===== src/rtl/bcd_game_timer.sv =====
// BCD round timer with start/pause/reload control, expiry pulse and step tick.
// Optional low-time Warning output is built in when BCD_GAME_TIMER_WARNING_EN is defined.
module bcd_game_timer #(
    parameter int CLOCK_FREQUENCY = 50000000,
    parameter int DIGITS          = 2,
    parameter int START_VALUE     = 60,
    parameter int COUNT_DOWN      = 1
`ifdef BCD_GAME_TIMER_WARNING_EN
    ,
    parameter int WARN_VALUE      = 10
`endif
) (
    input  logic                ClockIn,
    input  logic                ResetN,
    input  logic                Start,
    input  logic                Pause,
    input  logic                Load,
    input  logic [1:0]          Speed,
    output logic [4*DIGITS-1:0] Digits,
    output logic                Running,
    output logic                Done,
    output logic                Expired,
    output logic                Tick
`ifdef BCD_GAME_TIMER_WARNING_EN
    ,
    output logic                Warning
`endif
);

    localparam int PW = $clog2(CLOCK_FREQUENCY);
    localparam int BW = 4 * DIGITS;

    function automatic logic [BW-1:0] to_bcd(input int value);
        logic [BW-1:0] r;
        int            v;
        r = '0;
        v = value;
        for (int i = 0; i < DIGITS; i++) begin
            r[4*i +: 4] = 4'(v % 10);
            v           = v / 10;
        end
        return r;
    endfunction

    localparam logic [BW-1:0] INIT_BCD   = (COUNT_DOWN != 0) ? to_bcd(START_VALUE) : '0;
    localparam logic [BW-1:0] TERM_BCD   = (COUNT_DOWN != 0) ? '0 : to_bcd(START_VALUE);
    localparam logic [3:0]    WRAP_DIGIT = (COUNT_DOWN != 0) ? 4'd0 : 4'd9;
    localparam logic [3:0]    WRAP_TO    = (COUNT_DOWN != 0) ? 4'd9 : 4'd0;

    typedef enum logic [1:0] {
        ST_IDLE   = 2'd0,
        ST_RUN    = 2'd1,
        ST_PAUSED = 2'd2,
        ST_DONE   = 2'd3
    } state_t;

    state_t          state_reg, state_next;
    logic [BW-1:0]   digits_reg, digits_next;
    logic [PW-1:0]   prescaler_reg, prescaler_next;
    logic            tick_reg, tick_next;
    logic            expired_reg, expired_next;

    logic [PW-1:0]   reload_value;
    logic [BW-1:0]   stepped;
    logic [DIGITS-1:0] at_wrap;
    logic [DIGITS-1:0] ripple_in;

    // Speed is sampled only when the prescaler is (re)loaded.
    assign reload_value = PW'((CLOCK_FREQUENCY >> Speed) - 1);

    // A digit steps when every lower digit sits at its wrap value, so the
    // borrow/carry is a per-digit AND reduction rather than a ripple chain.
    generate
        for (genvar gi = 0; gi < DIGITS; gi++) begin : g_digit
            logic [3:0] cur;
            assign cur         = digits_reg[4*gi +: 4];
            assign at_wrap[gi] = (cur == WRAP_DIGIT);
            if (gi == 0) begin : g_lsd
                assign ripple_in[gi] = 1'b1;
            end else begin : g_upper
                assign ripple_in[gi] = &at_wrap[gi-1:0];
            end
            assign stepped[4*gi +: 4] = !ripple_in[gi]      ? cur :
                                        at_wrap[gi]         ? WRAP_TO :
                                        (COUNT_DOWN != 0)   ? cur - 4'd1 :
                                                              cur + 4'd1;
        end
    endgenerate

    always_ff @(posedge ClockIn or negedge ResetN) begin
        if (!ResetN) begin
            state_reg     <= ST_IDLE;
            digits_reg    <= INIT_BCD;
            prescaler_reg <= '0;
            tick_reg      <= 1'b0;
            expired_reg   <= 1'b0;
        end else begin
            state_reg     <= state_next;
            digits_reg    <= digits_next;
            prescaler_reg <= prescaler_next;
            tick_reg      <= tick_next;
            expired_reg   <= expired_next;
        end
    end

    always_comb begin
        state_next     = state_reg;
        digits_next    = digits_reg;
        prescaler_next = prescaler_reg;
        tick_next      = 1'b0;
        expired_next   = 1'b0;
        if (Load) begin
            state_next     = ST_IDLE;
            digits_next    = INIT_BCD;
            prescaler_next = '0;
        end else begin
            case (state_reg)
                ST_IDLE: begin
                    if (Start) begin
                        if (START_VALUE == 0) begin
                            state_next   = ST_DONE;
                            expired_next = 1'b1;
                        end else begin
                            state_next     = ST_RUN;
                            prescaler_next = reload_value;
                        end
                    end
                end
                ST_RUN: begin
                    // Pause beats a pending step; the zero prescaler is kept so
                    // the step fires on the first cycle after resuming.
                    if (Pause) begin
                        state_next = ST_PAUSED;
                    end else if (prescaler_reg == '0) begin
                        tick_next      = 1'b1;
                        digits_next    = stepped;
                        prescaler_next = reload_value;
                        if (stepped == TERM_BCD) begin
                            state_next     = ST_DONE;
                            expired_next   = 1'b1;
                            prescaler_next = '0;
                        end
                    end else begin
                        prescaler_next = prescaler_reg - PW'(1);
                    end
                end
                ST_PAUSED: begin
                    if (Start) begin
                        state_next = ST_RUN;
                    end
                end
                default: begin
                end
            endcase
        end
    end

    always_comb begin
        Digits  = digits_reg;
        Running = (state_reg == ST_RUN);
        Done    = (state_reg == ST_DONE);
        Expired = expired_reg;
        Tick    = tick_reg;
    end

`ifdef BCD_GAME_TIMER_WARNING_EN
    logic warning_reg, warning_next;
    int   count_bin;
    int   remaining;

    // Warning follows the value being written into Digits this cycle.
    always_comb begin
        count_bin = 0;
        for (int i = 0; i < DIGITS; i++) begin
            count_bin = count_bin * 10 + int'(digits_next[4*(DIGITS-1-i) +: 4]);
        end
        remaining    = (COUNT_DOWN != 0) ? count_bin : (START_VALUE - count_bin);
        warning_next = ((state_next == ST_RUN) || (state_next == ST_PAUSED)) &&
                       (remaining <= WARN_VALUE);
    end

    always_ff @(posedge ClockIn or negedge ResetN) begin
        if (!ResetN) begin
            warning_reg <= 1'b0;
        end else begin
            warning_reg <= warning_next;
        end
    end

    assign Warning = warning_reg;
`endif

endmodule


===== config.mk =====
export PLATFORM = sky130hd
export DESIGN_NAME = bcd_game_timer
export DESIGN_NICKNAME = d
export VERILOG_FILES = /design/src/rtl/bcd_game_timer.sv
export SDC_FILE = /design/constraint.sdc
export NUM_CORES = 1
export LEC_CHECK = 0
export ABC_AREA = 1
export CORE_ASPECT_RATIO = 0.9
export CORE_MARGIN = 2
export CORE_UTILIZATION = 30
export DETAILED_ROUTE_END_ITERATION = 8
export HOLD_SLACK_MARGIN = 0.08
export PLACE_DENSITY_LB_ADDON = 0.25
export SYNTH_ARGS = -nofsm -noshare
export SYNTH_HDL_FRONTEND = slang
export SYNTH_SLANG_ARGS = --single-unit

===== constraint.sdc =====
create_clock -name ClockIn -period 2.4 [get_ports ClockIn]
set_input_delay 0.72 -clock ClockIn [delete_from_list [all_inputs] [get_ports ClockIn]]
set_output_delay 0.72 -clock ClockIn [all_outputs]
set_load 0.03 [all_outputs]

==> results of run 1 <==
==> kinds of logic (layout without fill, tap and decap cells) <==
group,Yosys count,after routing
buf+inv,48,78
simple gates,273,273
flops,38,38
fa+ha+maj,2,2
compound gates,52,52
xor+xnor,17,17
==> final cells by class <==
| class | count | area, µm² |
|---|---|---|
| fillers | 985 | 5780 |
| clock inverters | 3 | 68.8 |
| well taps | 122 | 153 |
| clock buffers | 5 | 68.8 |
| multi-input cells | 344 | 1680 |
| inverters | 41 | 154 |
| repair buffers | 29 | 268 |
| flip-flops and latches | 38 | 953 |
==> final timing paths <==
path	start	end	slack, ns	cells past startpoint
max reg2reg	prescaler_reg[0]$_DFFE_PN0P_	prescaler_reg[17]$_DFFE_PN0P_	0.31	12
max	Digits[6]$_DFFE_PN1P_	Digits[6]	0.13	1
min	ResetN	prescaler_reg[11]$_DFFE_PN0P_	0.37	1
min in group ClockIn	Digits[5]$_DFFE_PN1P_	Digits[5]$_DFFE_PN1P_	0.52	2
min reg2reg	Digits[5]$_DFFE_PN1P_	Digits[5]$_DFFE_PN1P_	0.52	2
max in group asynchronous	ResetN	Digits[5]$_DFFE_PN1P_	1.48	2
==> stage by stage <==
step	cell area (µm²)	setup slack (ns)	cells	hold slack (ns)	total power, µW
6_report	3350	0.130	582	0.368	3710
4_1_cts	3350	0.123	582	0.373	3710
2_1_floorplan	2820	0.378	430	0.424	2490
3_3_place_gp	3210	0.0860	574	0.507	3010
3_5_place_dp	3210	0.0597	574	0.504	3010
5_1_grt	3350	0.0799	582	0.389	4040
==> synth_stat cells (2+ instances only) <==
cell / n
sky130_fd_sc_hd__nand2_1: 152
sky130_fd_sc_hd__nor2_1: 61
sky130_fd_sc_hd__dfrtp_1: 36
sky130_fd_sc_hd__inv_1: 33
sky130_fd_sc_hd__nand3_1: 28
sky130_fd_sc_hd__o21ai_1: 22
sky130_fd_sc_hd__a21oi_1: 17
sky130_fd_sc_hd__xor2_1: 13
sky130_fd_sc_hd__inv_2: 8
sky130_fd_sc_hd__nor2_2: 7
sky130_fd_sc_hd__o21ai_0: 6
sky130_fd_sc_hd__nor2_4: 4
sky130_fd_sc_hd__xnor2_1: 4
sky130_fd_sc_hd__clkbuf_1: 3
sky130_fd_sc_hd__nand2_2: 3
sky130_fd_sc_hd__nand4_1: 3
sky130_fd_sc_hd__a22oi_1: 2
sky130_fd_sc_hd__buf_2: 2
sky130_fd_sc_hd__dfstp_2: 2
sky130_fd_sc_hd__ha_1: 2
sky130_fd_sc_hd__nand2_4: 2
sky130_fd_sc_hd__nand3_2: 2
sky130_fd_sc_hd__nand3_4: 2
sky130_fd_sc_hd__nor3_1: 2
==> per-layer routing <==
layer | routed length (µm) | share of wire | up-vias
met5 | 0 | 0 | -
met4 | 64 | 0.0079 | 0
met3 | 368 | 0.045 | 5
met2 | 3600 | 0.45 | 71
met1 | 4060 | 0.50 | 1312
li1 | - | - | 1424
==> power groups by stage <==
| stage | Clock (µW) | Sequential [µW] | Combinational, µW |
|---|---|---|---|
| 4_1_cts | 700 | 1140 | 1870 |
| 6_report | 682 | 1150 | 1880 |
| 5_1_grt | 735 | 1180 | 2120 |
| 3_3_place_gp | 0 | 1160 | 1850 |
| 3_5_place_dp | 0 | 1150 | 1860 |
| 2_1_floorplan | 0 | 1100 | 1390 |
==> load_flow_metrics.sql, run 1 <==
INSERT INTO impl_metrics (metric_group, metric, value, unit) VALUES
('outcome', 'status', 'finished, final reports clean', ''),
('critical_path', 'crit_chain', 'clkdlybuf4s50_1', ''),
('grt', 'met3_usage', '0.0271', ''),
('drt', 'drc', '0', ''),
('grt', 'fraction_of_met2_tracks_used_by_global_routing', '0.277', ''),
('die', 'start_util', '0.309', ''),
('power_and_ir_drop', 'netSwitchingFraction', '0.481', ''),
('synth', 'synth_mux_area_frac', '0', ''),
('synth', 'synth_top_area_frac', '0.319', ''),
('power_and_ir_drop', 'cellPowerDensity', '1110', 'mW/mm²'),
('synth', 'synth_top_cell_by_area', 'sky130_fd_sc_hd__dfrtp_1', ''),
('power_and_ir_drop', 'total_leakage_power', '0.00165', 'µW'),
('timing', 'maxSlewHeadroom', '0.676', ''),
('power_and_ir_drop', 'power_frac_comb', '0.506', ''),
('clock_tree', 'clkLatencyLatePin', '0.31', 'ns'),
('timing', 'setup_viol_count_final', '0', ''),
('timing', 'fin_worst_skew', '0.0127', 'ns'),
('drt', 'avgViaCountPerCell', '4.83', ''),
('grt', 'grtUsageTotal', '0.174', ''),
('synth', 'synth-xor-area-share', '0.0527', ''),
('grt', 'grt_max_degree', '23', ''),
('clock_tree', 'clock_sinks', '38', ''),
('grt', 'grt.busiest_layer', 'met2', ''),
('power_and_ir_drop', 'power.sequential.fraction', '0.310', ''),
('synth', 'synth_edf_count', '0', ''),
('synth', 'yosys.area_share.simple', '0.433', ''),
('synth', 'synth_flop_cell', 'sky130_fd_sc_hd__dfrtp_1', ''),
('synth', 'post_synth_inst_count', '430', ''),
('critical_path', 'cp-end-kind', 'primary output', ''),
('power_and_ir_drop', 'clock_power_share', '0.184', ''),
('layout', 'final_layout_size_suffix_gt1_frac', '0.122', ''),
('synth', 'main_combinational_cell_family_by_area_after_synthesis', 'simple AND/OR/NAND/NOR gates', ''),
('synth', 'yosysWarningCount', '0', ''),
('layout', 'layout.cells.most_common', 'sky130_fd_sc_hd__nand2_1', ''),
('drt', 'routed-via-count', '2812', ''),
('power_and_ir_drop', 'net-switching-power', '1790', 'µW'),
('critical_path', 'worstPathBufferInverterCount', '1', ''),
('place', 'placement.io_buffers', '18', ''),
('synth', 'synth-seq-area-share', '0.338', ''),
('grt', 'grt.met1_usage', '0.249', ''),
('critical_path', 'path_max_fanout', '4', ''),
('critical_path', 'timing.setup.critical_path_class', 'flip-flop to primary output', ''),
('clock_tree', 'ctsResizeCount', '0', ''),
('layout', 'final_net_count', '468', ''),
('synth', 'synth-compound-area-share', '0.101', ''),
('synth', 'post_synth.cell_area_avg', '6.57', 'µm²'),
('drt', 'drtPass1Iterations', '5', ''),
('die', 'die_w', '106', 'µm'),
('layout', 'largest_register_ffs', '26', ''),
('place', 'gpl_wtd_cong', '0.880', ''),
('place', 'detailedPlacementHpwl', '6100', 'µm'),
('critical_path', 'worst_path_largest_cell_delay', '0.67', 'ns'),
('layout', 'most-common-layout-cells', '152 x sky130_fd_sc_hd__nand2_1, 61 x sky130_fd_sc_hd__nor2_1, 36 x sky130_fd_sc_hd__dfrtp_1', ''),
('layout', 'post-route-util', '0.367', ''),
('clock_tree', 'clockRootBuffer', 'sky130_fd_sc_hd__clkbuf_8', ''),
('timing', 'period_share', '0.946', ''),
('synth', 'async_reset_ff_frac', '1.00', ''),
('critical_path', 'required_worst_endpoint', '1.68', 'ns'),
('synth', 'synth_fa_ha_area_frac', '0.00886', ''),
('synth', 'flip_flop_and_latch_count_after_synthesis', '38', ''),
('drt', 'total_length_of_routed_wires', '8090', 'µm'),
('clock_tree', 'cts.clk_slew.worst_paths', '0.09', 'ns'),
('die', 'fp.dieArea', '0.0102', 'mm²'),
('timing', 'setup-tns-final', '0', 'ns'),
('timing', 'final-hold-violation-count', '0', ''),
('drt', 'avgRoutedWirePerCell', '13.9', 'µm'),
('timing', 'post-route-min-period', '2.27', 'ns'),
('grt', 'grt_pass1_vias', '2648', ''),
('die', 'die_h', '96.0', 'µm'),
('timing', 'final_max_slew_viol_count', '0', ''),
('critical_path', 'startpoint_type', 'flip-flop', '');
Note: power is estimated with default switching activity, not from simulation.
==> run 2: changes to the inputs <==
Settings changed: CTS_CLUSTER_DIAMETER set to 200.
==> results of run 2 <==
No change in the layout: final DEF, timing and power equal those of run 1.
==> run 3: changes to the inputs <==
Settings changed: CORE_ASPECT_RATIO 0.9 to unset.
==> run 3 against run 2 <==
Sequential share of layout area increased by 0.43 points. Final area decreased by 1.5%. Register-to-register slack about the same. Critical path depth unchanged. Critical path type unchanged. Critical endpoint is now Digits[5].
==> load_flow_metrics.sql, run 3 (same netlist as run 1, synthesis figures left out) <==
INSERT INTO impl_metrics (metric_group, metric, value, unit) VALUES
('power_and_ir_drop', 'total_leakage_power', '0.00163', 'µW'),
('layout', 'design_area', '0.00330', 'mm²'),
('die', 'die_w', '101', 'µm'),
('timing', 'final-hold-violation-count', '0', ''),
('drt', 'drc', '0', ''),
('drt', 'avgViaCountPerCell', '4.89', ''),
('die', 'start_util', '0.307', ''),
('layout', 'n_antenna_cell', '0', ''),
('critical_path', 'required_worst_endpoint', '1.68', 'ns'),
('critical_path', 'crit_chain', 'clkdlybuf4s50_1', ''),
('die', 'die_h', '101', 'µm'),
('timing', 'worstMarginPinSlew', '0.476', 'ns'),
('timing', 'postLayoutSetupSlackWorst', '0.135', 'ns'),
('clock_tree', 'clock_sinks', '38', ''),
('power_and_ir_drop', 'cellPowerDensity', '1090', 'mW/mm²'),
('critical_path', 'worst-endpoint-arrival', '1.54', 'ns'),
('critical_path', 'cp_top_family', 'buffers and inverters', ''),
('outcome', 'status', 'finished, final reports clean', ''),
('drt', 'total_length_of_routed_wires', '8010', 'µm'),
('critical_path', 'worst_path_largest_cell_delay', '0.67', 'ns'),
('drt', 'drt-initial-drc-count', '171', ''),
('critical_path', 'cp-end-kind', 'primary output', ''),
('clock_tree', 'number_of_hold_buffers_added_after_cts', '0', ''),
('timing', 'max_freq', '442', 'MHz'),
('die', 'design.core.area', '0.00920', 'mm²'),
('clock_tree', 'tritoncts', 'done', ''),
('power_and_ir_drop', 'vdd.ir_drop.worst', '321', 'µV'),
('drt', 'drtPass1Iterations', '4', ''),
('critical_path', 'timing.setup.critical_path_class', 'flip-flop to primary output', ''),
('drt', 'number_of_routed_nets_with_antenna_violations', '0', ''),
('critical_path', 'reg2regPathDepth', '12', ''),
('timing', 'fin_worst_skew', '0.0102', 'ns'),
('layout', 'area_used_by_multi_input_combinational_logic', '0.00168', 'mm²'),
('timing', 'grt_setup_unrepaired', 'false', ''),
('layout', 'final_layout_size_suffix_gt1_frac', '0.122', ''),
('critical_path', 'startpoint_type', 'flip-flop', ''),
('min_path', 'hold_path.class', 'input pin to async pin', ''),
('grt', 'grt-ovfl-total', '0', ''),
('drt', 'routed-via-count', '2791', ''),
('grt', 'grtUsageTotal', '0.172', ''),
('grt', 'grt_antenna_before_repair', '0', ''),
('critical_path', 'crit_path_top_delay_cell', 'sky130_fd_sc_hd__clkdlybuf4s50_1', ''),
('clock_tree', 'cts.path.max_buffers', '2', ''),
('layout', 'area_added_between_synthesis_and_finish', '16.7', '%'),
('clock_tree', 'clkLatencyLatePin', '0.30', 'ns'),
('layout', 'layout.cells.most_common', 'sky130_fd_sc_hd__nand2_1', ''),
('clock_tree', 'clockRootBuffer', 'sky130_fd_sc_hd__clkbuf_8', ''),
('timing', 'final_max_slew_viol_count', '0', ''),
('grt', 'grt_pass1_vias', '2722', ''),
('critical_path', 'worstPathBufferInverterCount', '1', ''),
('place', 'placement.io_buffers', '18', ''),
('job', 'number_of_max_capacitance_violations_reported', '0', ''),
('die', 'number_of_standard_cell_rows_in_the_floorplan', '35', ''),
('die', 'boundaryPins', '19', ''),
('layout', 'fillers', '1014', ''),
('grt', 'grt_max_degree', '21', ''),
('layout', 'final_net_count', '468', ''),
('timing', 'setup-tns-final', '0', 'ns'),
('clock_tree', 'post_cts_buffers', '0', ''),
('layout', 'largest_register_ffs', '26', ''),
('critical_path', 'path_depth', '1', ''),
('clock_tree', 'htree_num_levels', '2', ''),
('place', 'detailedPlacementHpwl', '6070', 'µm'),
('drt', 'avgRoutedWirePerCell', '14.0', 'µm'),
('power_and_ir_drop', 'power.total', '3580', 'µW'),
('clock_tree', 'cts.clk_slew.worst_paths', '0.09', 'ns'),
('grt', 'grt_pass1_wl', '13700', 'µm'),
('layout', 'total_area_of_sequential_cells', '953', 'µm²'),
('place', 'gpl_wtd_cong', '0.897', ''),
('timing', 'post-route-min-period', '2.26', 'ns'),
('layout', 'most-common-layout-cells', '152 x sky130_fd_sc_hd__nand2_1, 61 x sky130_fd_sc_hd__nor2_1, 36 x sky130_fd_sc_hd__dfrtp_1', ''),
('timing', 'period_share', '0.944', ''),
('critical_path', 'path_max_fanout', '4', ''),
('clock_tree', 'ctsResizeCount', '0', ''),
('die', 'fp.dieArea', '0.0102', 'mm²'),
('clock_tree', 'numCtsBuffers', '5', ''),
('place', 'dp_worst_setup_slack', '0.0665', 'ns'),
('timing', 'maxSlewHeadroom', '0.683', ''),
('place', 'detailed_place.area', '0.00318', 'mm²'),
('timing', 'setup_viol_count_final', '0', '');
## run 3: changes by cell type in the layout (fill, tap and decap cells not counted), sizes merged
cell / previous run / this run
clkinvlp: 0 / 2
bufinv: 2 / 1
clkinv: 1 / 0
## run 3: per-stage QoR
stage / cells / util / hold WS (ns)
floorplan: 430 / - / 0.424
global placement: 563 / 0.346 / 0.509
detailed placement: 563 / 0.346 / 0.505
CTS: 571 / 0.358 / 0.388
global route: 571 / 0.358 / 0.398
finish: 571 / 0.358 / 0.362
## run 3: worst paths after layout
kind / from / endpoint / slack (ns)
max: Digits[5]$_DFFE_PN1P_ / Digits[5] / 0.14
min reg2reg: Digits[5]$_DFFE_PN1P_ / Digits[5]$_DFFE_PN1P_ / 0.53
max reg2reg: prescaler_reg[0]$_DFFE_PN0P_ / prescaler_reg[17]$_DFFE_PN0P_ / 0.30
max in group asynchronous: ResetN / prescaler_reg[23]$_DFFE_PN0P_ / 1.49
min in group ClockIn: Digits[5]$_DFFE_PN1P_ / Digits[5]$_DFFE_PN1P_ / 0.53
min: ResetN / Expired$_DFF_PN0_ / 0.36
## run 3: metal layers
layer / up-vias / share of wire / global-route usage
li1: 1421 / - / -
met1: 1283 / 0.46 / 0.237
met2: 71 / 0.47 / 0.281
met3: 16 / 0.045 / 0.0250
met4: 0 / 0.023 / 0.0468
met5: - / 0 / 0
## run 3: area by class of cell
cell class | count | area share
Multi-Input combinational cell | 344 | 0.510
Sequential cell | 38 | 0.289
Timing Repair Buffer | 29 | 0.0774
Inverter | 41 | 0.0467
Tap cell | 111 | 0.0421
Clock buffer | 5 | 0.0209
Clock inverter | 3 | 0.0137
## run 3: where the power goes
part	switching (µW)	total, µW	internal [µW]
logic	1210	1860	649
clock network	269	579	310
registers	292	1140	850
total	1770	3580	1810
